===== config.mk =====
export PLATFORM = sky130hd
export DESIGN_NAME = uart_rx
export DESIGN_NICKNAME = d
export VERILOG_FILES = /design/src/rtl/uart_pkg.sv /design/src/rtl/uart_rx_sync.sv /design/src/rtl/uart_rx.sv
export SDC_FILE = /design/constraint.sdc
export NUM_CORES = 1
export LEC_CHECK = 0
export ABC_AREA = 1
export BUFFER_PORTS_ARGS = -buffer_cell sky130_fd_sc_hd__buf_2
export CORE_MARGIN = 5
export CORE_UTILIZATION = 35
export CTS_CLUSTER_DIAMETER = 120
export DETAILED_ROUTE_END_ITERATION = 10
export PLACE_DENSITY = 0.49
export SLEW_MARGIN = 10
export SYNTH_ARGS = -nofsm -noshare
export SYNTH_HDL_FRONTEND = slang
export SYNTH_SLANG_ARGS = --single-unit

===== constraint.sdc =====
create_clock -name sys_clk -period 1.35 [get_ports sys_clk]
set_clock_uncertainty 0.1 [all_clocks]
set_input_delay 0.0675 -clock sys_clk [delete_from_list [all_inputs] [get_ports sys_clk]]
set_output_delay 0.0675 -clock sys_clk [all_outputs]
set_load 0.02 [all_outputs]

===== src/rtl/uart_pkg.sv =====
// uart_pkg: shared UART types and helpers (state encoding, clks_per_bit, DEFAULT_BAUD) for the receiver and transmitter
package uart_pkg;
    localparam int DEFAULT_BAUD = 115200;
    typedef enum logic [2:0] {IDLE, START, DATA, PARITY, STOP, BREAK} state_t;
    function automatic int clks_per_bit(input int freq, input int baud);
        return freq / baud;
    endfunction
endpackage


===== src/rtl/uart_rx_sync.sv =====
// uart_rx_sync: 2-FF synchroniser plus falling-edge detect; in sys_clk/sys_rst_n/rxd, out line (synced rxd) and start (one-cycle falling-edge pulse)
module uart_rx_sync (
    input  logic sys_clk,
    input  logic sys_rst_n,
    input  logic rxd,
    output logic line,
    output logic start
);
    logic s1, s2, prev;
    always_ff @(posedge sys_clk or negedge sys_rst_n) begin
        if (!sys_rst_n) begin
            s1   <= 1'b1;
            s2   <= 1'b1;
            prev <= 1'b1;
        end else begin
            s1   <= rxd;
            s2   <= s1;
            prev <= s2;
        end
    end
    assign line  = s2;
    assign start = prev & ~s2;
endmodule


===== src/rtl/uart_rx.sv =====
// uart_rx: oversampling 8N1 receiver (8E1/8O1 with UART_RX_PARITY_EN); in sys_clk/sys_rst_n/rxd, out rx_data, rx_valid, frame_err, parity_err, rx_busy
module uart_rx
    import uart_pkg::*;
#(
    parameter int CLK_FREQ  = 50_000_000,
    parameter int BAUD      = DEFAULT_BAUD,
    parameter int DATA_BITS = 8
`ifdef UART_RX_PARITY_EN
    ,
    parameter bit PARITY_ODD = 1'b0
`endif
) (
    input  logic                 sys_clk,
    input  logic                 sys_rst_n,
    input  logic                 rxd,
    output logic [DATA_BITS-1:0] rx_data,
    output logic                 rx_valid,
    output logic                 frame_err,
    output logic                 parity_err,
    output logic                 rx_busy
);
    localparam int CPB = clks_per_bit(CLK_FREQ, BAUD);
    localparam int CW  = $clog2(CPB);
    localparam int IW  = DATA_BITS > 1 ? $clog2(DATA_BITS) : 1;
    if (CPB < 4) begin : g_cpb_check
        $error("uart_rx: CLKS_PER_BIT must be >= 4");
    end
    logic                 line, start;
    state_t               state;
    logic [CW-1:0]        cnt;
    logic [IW-1:0]        idx;
    logic [DATA_BITS-1:0] shift;
    logic                 cnt_end, cnt_mid;
    uart_rx_sync u_sync (
        .sys_clk  (sys_clk),
        .sys_rst_n(sys_rst_n),
        .rxd      (rxd),
        .line     (line),
        .start    (start)
    );
    assign cnt_end = cnt == CW'(CPB - 1);
    assign cnt_mid = cnt == CW'(CPB / 2 - 1);
    assign rx_busy = state != IDLE;
`ifdef UART_RX_PARITY_EN
    logic par;
    always_ff @(posedge sys_clk or negedge sys_rst_n) begin
        if (!sys_rst_n) begin
            par        <= 1'b0;
            parity_err <= 1'b0;
        end else begin
            par        <= (state == PARITY && cnt_end) ? line : par;
            parity_err <= state == STOP && cnt_end && ((^shift ^ par) != PARITY_ODD);
        end
    end
`else
    assign parity_err = 1'b0;
`endif
    always_ff @(posedge sys_clk or negedge sys_rst_n) begin
        if (!sys_rst_n) begin
            state     <= IDLE;
            cnt       <= '0;
            idx       <= '0;
            shift     <= '0;
            rx_data   <= '0;
            rx_valid  <= 1'b0;
            frame_err <= 1'b0;
        end else begin
            rx_valid  <= 1'b0;
            frame_err <= 1'b0;
            cnt       <= (state == IDLE || state == BREAK || cnt_end) ? '0 : cnt + 1'b1;
            case (state)
                IDLE: state <= start ? START : IDLE;
                START: if (cnt_mid) begin
                    cnt   <= '0;
                    state <= line ? IDLE : DATA;
                end
                DATA: if (cnt_end) begin
                    shift <= {line, shift[DATA_BITS-1:1]};
                    idx   <= (idx == IW'(DATA_BITS - 1)) ? '0 : idx + 1'b1;
`ifdef UART_RX_PARITY_EN
                    state <= (idx == IW'(DATA_BITS - 1)) ? PARITY : DATA;
`else
                    state <= (idx == IW'(DATA_BITS - 1)) ? STOP : DATA;
`endif
                end
`ifdef UART_RX_PARITY_EN
                PARITY: state <= cnt_end ? STOP : PARITY;
`endif
                STOP: if (cnt_end) begin
                    rx_data   <= line ? shift : rx_data;
                    rx_valid  <= line;
                    frame_err <= ~line;
                    state     <= line ? IDLE : BREAK;
                end
                BREAK: state <= line ? IDLE : BREAK;
                default: state <= IDLE;
            endcase
        end
    end
endmodule


Word level (Yosys, flattened, before mapping)
Index checks and enable logic that the tools add are counted.
{ "classes": {"n_eq_ne": 10, "muxes": 16, "n_reduce_logical": 7, "add_sub_neg": 2, "n_bitwise": 2} }
{ "op_table": {"columns": ["operator", "count"], "rows": [
  ["two-way mux 9 bit", 3],
  ["two-way mux 3 bit", 6],
  ["one-hot mux 3 bit (5 select lines)", 1],
  ["adder 9 x 1 -> 9 bit, second input constant", 1],
  ["equality test 3 bit, second input constant", 3],
  ["equality test 9 x 8 -> 1 bit, second input constant", 1],
  ["equality test 9 bit, second input constant", 1],
  ["inequality test 2 bit, second input constant", 3],
  ["AND reduction 3 bit", 2],
  ["two-way mux 1 bit", 5],
  ["adder 3 x 1 -> 3 bit, second input constant", 1],
  ["equality test 3 x 1 -> 1 bit, second input constant", 1],
  ["equality test 3 x 2 -> 1 bit, second input constant", 1],
  ["zero test 3 bit", 1],
  ["nonzero test 3 bit", 1],
  ["logical OR 1 bit", 2],
  ["two-way mux 2 bit", 1],
  ["AND reduction 2 bit", 1],
  ["bitwise AND 1 bit", 1],
  ["NOT 1 bit", 1]
]} }
{ "word_totals": {"inputBits": 3, "register_bits": 36, "word_cells": 47} }

Logic depth before layout (Yosys ltp)
{ "depth": {"ltp_word": 6, "depth_mapped": 10, "depth_no_buf": 9} }

By module
From an unflattened synthesis, not the netlist that was laid out.
{ "unflattened": {"cells_unflattened": 191, "area_unflattened_um2": 1662.8} }
{ "modules_own_cells": {"columns": ["mod", "area_each_um2", "cells_each", "n_inst"], "rows": [
  ["uart_rx", 1574.0, 186, 1],
  ["uart_rx_sync", 88.8, 5, 1]
]} }

Worst setup path after synthesis
No wires, ideal clock.
{ "synth_timing": {"path_kind": "reg2reg", "startpoint": "register cnt[1]", "endpoint": "register shift[1]", "path_stages_with_launch": 11, "t_arrival_ns": 1.183, "setup_time_ns": 0.116, "slack_ns": -0.050, "synth_period_minus_slack_ns": 1.400, "path_cell_list": "dfrtp_1 -> inv_1 -> ha_1 -> nand2_1 -> inv_1 -> nand2_1 -> nor2_2 -> nand2_1 -> buf_6 -> nand2_1 -> nand2_1"} }
{ "synth_between": {"elab_chain_len": 2} }
{ "synth_lines": {"columns": ["element", "line_no", "rtl"], "rows": [
  ["start, declared", "uart_rx.sv:30", "logic [CW-1:0] cnt;"],
  ["start signal, assigned", "uart_rx.sv:70", "cnt <= (state == IDLE || state == BREAK || cnt_end) ? '0 : cnt + 1'b1;"],
  ["equality test 9 bit", "uart_rx.sv:41", "assign cnt_end = cnt == CW'(CPB - 1);"],
  ["AND reduction 2 bit (no source line)", null, null],
  ["end signal, assigned", "uart_rx.sv:78", "shift <= {line, shift[DATA_BITS-1:1]};"],
  ["end, declared", "uart_rx.sv:32", "logic [DATA_BITS-1:0] shift;"]
]} }
No other way between the ends.
A chain may end at the register's enable or synchronous reset.

Worst setup path after layout
{ "layout_timing": {"startpoint": "register cnt[1]", "endpoint": "register rx_data[0]"} }
{ "layout_between": {"elab_chain_len": 2} }
{ "layout_lines": {"columns": ["element", "line_no", "rtl"], "rows": [
  ["equality test 9 bit", "uart_rx.sv:41", null],
  ["AND reduction 3 bit (no source line)", null, null],
  ["end signal, assigned", "uart_rx.sv:90", "rx_data <= line ? shift : rx_data;"],
  ["end, declared", "uart_rx.sv:16", "output logic [DATA_BITS-1:0] rx_data,"]
]} }
No other way between the ends.

==> impl_metrics.env <==
export IMPL_status="finished with violations"
export IMPL_violations="setup timing"
export IMPL_synth_seq_cells=36
export IMPL_synth_top_area_cell="dfrtp_1"
export IMPL_wl_met1_um=1878
export IMPL_endpoint_kind="flop"
export IMPL_combPwrFrac_pct=30.3
export IMPL_cts_buffer_depth=2
export IMPL_insertion_delay_ns=0.29
export IMPL_route_met3_wl_um=124
export IMPL_highest_layer="met4"
export IMPL_fmax_ghz=0.6749
export IMPL_grt_max_degree=37
export IMPL_die_h_um=80.32
export IMPL_met2_length_um=1746
export IMPL_grt_pass1_wl_um=6058
export IMPL_ys_warn_count=0
export IMPL_clkTransAtPathRegs_ns=0.07
export IMPL_leakage_uw=0.001247
export IMPL_path_delay_family="buffers and inverters"
export IMPL_start_util_pct=36.39
export IMPL_grt_overflow=0
export IMPL_seq_area_frac_synth_pct=52.28
export IMPL_core_rowCount=25
export IMPL_syn_to_final_growth_pct=39.77
export IMPL_cp_arrival_ns=1.61
export IMPL_drive_gt1_share_pct=39.11
export IMPL_coreArea_um2=4755
export IMPL_cts_tree="yes"
export IMPL_gp_congestion=0.7764
export IMPL_cts_sinks=36
export IMPL_synth_avg_cell_area_um2=8.319
export IMPL_syn_cell_area_um2=1730
export IMPL_ioPinCount=15
export IMPL_drc_errors=0
export IMPL_htreeDepth=2
export IMPL_synth_top_area_share_pct=47.72
export IMPL_hold_ws_ns=0.1606
export IMPL_antennaDiodeCount=0
export IMPL_timing_final_crit_share_pct=109.8
export IMPL_wire_per_inst_um=12.05
export IMPL_hp_class="in2async"
export IMPL_dr_pass1_iters=4
export IMPL_port_buffers=13
export IMPL_internal_power_uw=2021
export IMPL_crit_chain="inv_2, ha_4, nand2_4, inv_2, nand2_2, nor2_4, buf_12, clkbuf_16, nand4_1, nand2_1"
export IMPL_grt_usage_pct=12.18
export IMPL_critPathLaunchType="flop"
export IMPL_cp_common_cell="inv_2"
export IMPL_antenna_found_initial=0
export IMPL_mostFrequentLayoutCell="nand2_1"
export IMPL_synth_nets=216
export IMPL_rsz0062_at_grt="true"
export IMPL_hpwl_um=2481
export IMPL_powerDensity_nw_per_um2=1216
export IMPL_pwr_share_seq_pct=42.6
export IMPL_cp_slowest_cell="dfrtp_1"
export IMPL_pre_cts_slack_ns=-0.1696
export IMPL_final_core_util_pct=50.87
export IMPL_cp_max_fo=4
export IMPL_crit_buf_inv=4
export IMPL_drt_initial_drc_count=72
export IMPL_synthTopCellsByArea="dfrtp_1 (48%), nand2_1 (15%), nand3_1 (5.5%)"
export IMPL_final_hold_violation_count=0
export IMPL_fin_crit_ns=1.482
export IMPL_wl_um=3796
export IMPL_vias=1376
export IMPL_layout_cells_non_filler=315
export IMPL_dp_cells=301
export IMPL_ant_nets=0
export IMPL_drv_cap=0
export IMPL_synth_cells=208
export IMPL_worst_slack_ns=-0.1316
export IMPL_ir_drop_mv=1.058
export IMPL_crit_type="reg2reg"
export IMPL_cp_required_ns=1.48
export IMPL_setup_viol=29
export IMPL_final_cell_mix="nand2_1 (58), dfrtp_1 (32), buf_4 (16)"
export IMPL_p_clk_share_pct=27.1
export IMPL_grt_pass1_vias=1288
export IMPL_fp_dieW_um=80.32
export IMPL_drv_slew=0
export IMPL_critPathMaxStageDelay_ns=0.39
export IMPL_netSwitchingPower_uw=919.2
export IMPL_die_area_um2=6451
export IMPL_final_nets=255
export IMPL_cts_root_buf="clkbuf_8"
export IMPL_yosysUniqueCellTypes=24
export IMPL_cts_buffers=5
export IMPL_p_sw_share_pct=31.26
export IMPL_via_per_inst=4.368
[tightest hold or removal path: cells and delay by family]
family / cells / cell delay, ns
buffers and inverters: 3 / 0.85
[stage by stage]
| step | instance area (µm²) | TNS (ns) | total power, µW |
|---|---|---|---|
| 2_1_floorplan | 1734 | -0.5885 | 1545 |
| 3_3_place_gp | 1986 | -3.233 | 1846 |
| 3_5_place_dp | 1986 | -3.820 | 1846 |
| 4_1_cts | 2152 | -2.891 | 2665 |
| 5_1_grt | 2419 | -5.437 | 3123 |
| 6_report | 2419 | -2.855 | 2940 |
[sequential cells by signal (all words and copies together), names as in the netlist]
name	flops
cnt	9
rx_data	8
shift	8
idx	3
state	3
frame_err	1
rx_valid	1
u_sync.line	1
u_sync.prev	1
u_sync.s1	1
[power by group through the flow]
stage / sequential (µW) / combinational (µW) / clock [µW]
floorplan: 1270 / 271 / 0
global placement: 1260 / 589 / 0
detailed placement: 1260 / 588 / 0
CTS: 1240 / 608 / 818
global route: 1260 / 973 / 886
finish: 1250 / 891 / 796
[Yosys cell counts, drive strengths merged]
library cell / number
xor2: 4
nand2: 74
ha: 5
xnor2: 1
clkbuf: 1
nand4: 9
nand3: 19
nor2: 26
clkinv: 1
inv: 20
dfstp: 3
conb: 1
buf: 6
dfrtp: 33
or2: 1
o21ai: 3
a21oi: 1
[final cells by class]
class | count | area (µm²)
clock buffers | 7 | 86.33
clock inverters | 1 | 7.507
fillers | 469 | 2336
inverters | 21 | 81.33
multi-input cells | 144 | 903.4
flip-flops and latches | 36 | 905.9
well taps | 67 | 83.83
repair buffers | 39 | 350.3
[layer usage]
metal	vias up	global-route usage (%)
met5	-	0
met4	0	4.561
met3	4	3.363
met2	15	18.29
met1	635	16.64
li1	722	-
[cells by family after synthesis]
kind of cell	count (synthesis)	synth area share (%)
adder cells (fa/ha/maj)	5	3.615
flip-flops	36	52.28
other	1	0.2167
buffers and inverters	28	7.953
AO/OA/AOI/OAI	4	1.374
AND/OR/NAND/NOR	129	32.03
XOR/XNOR	5	2.531
[worst paths after layout]
check                           from  cells after the start           to  slack, ns
hold / removal             sys_rst_n                      3       cnt[3]       0.16
max in group asynchronous  sys_rst_n                      3    u_sync.s1       0.73
hold reg to reg            u_sync.s1                      0  u_sync.line       0.26
setup / recovery              cnt[1]                     10   rx_data[0]      -0.13
min in group sys_clk       u_sync.s1                      0  u_sync.line       0.26
setup reg to reg              cnt[1]                     10   rx_data[0]      -0.13
[what timing repair did]
action	CTS	global route
gates cloned	0	2
pin swaps	2	27
gates resized for setup	11	55
hold buffers	2	0
hold endpoints to repair	37	0
buffers inserted	1	2
endpoints found under the setup margin	34	34
No activity file was read; power rests on OpenSTA's default activity.
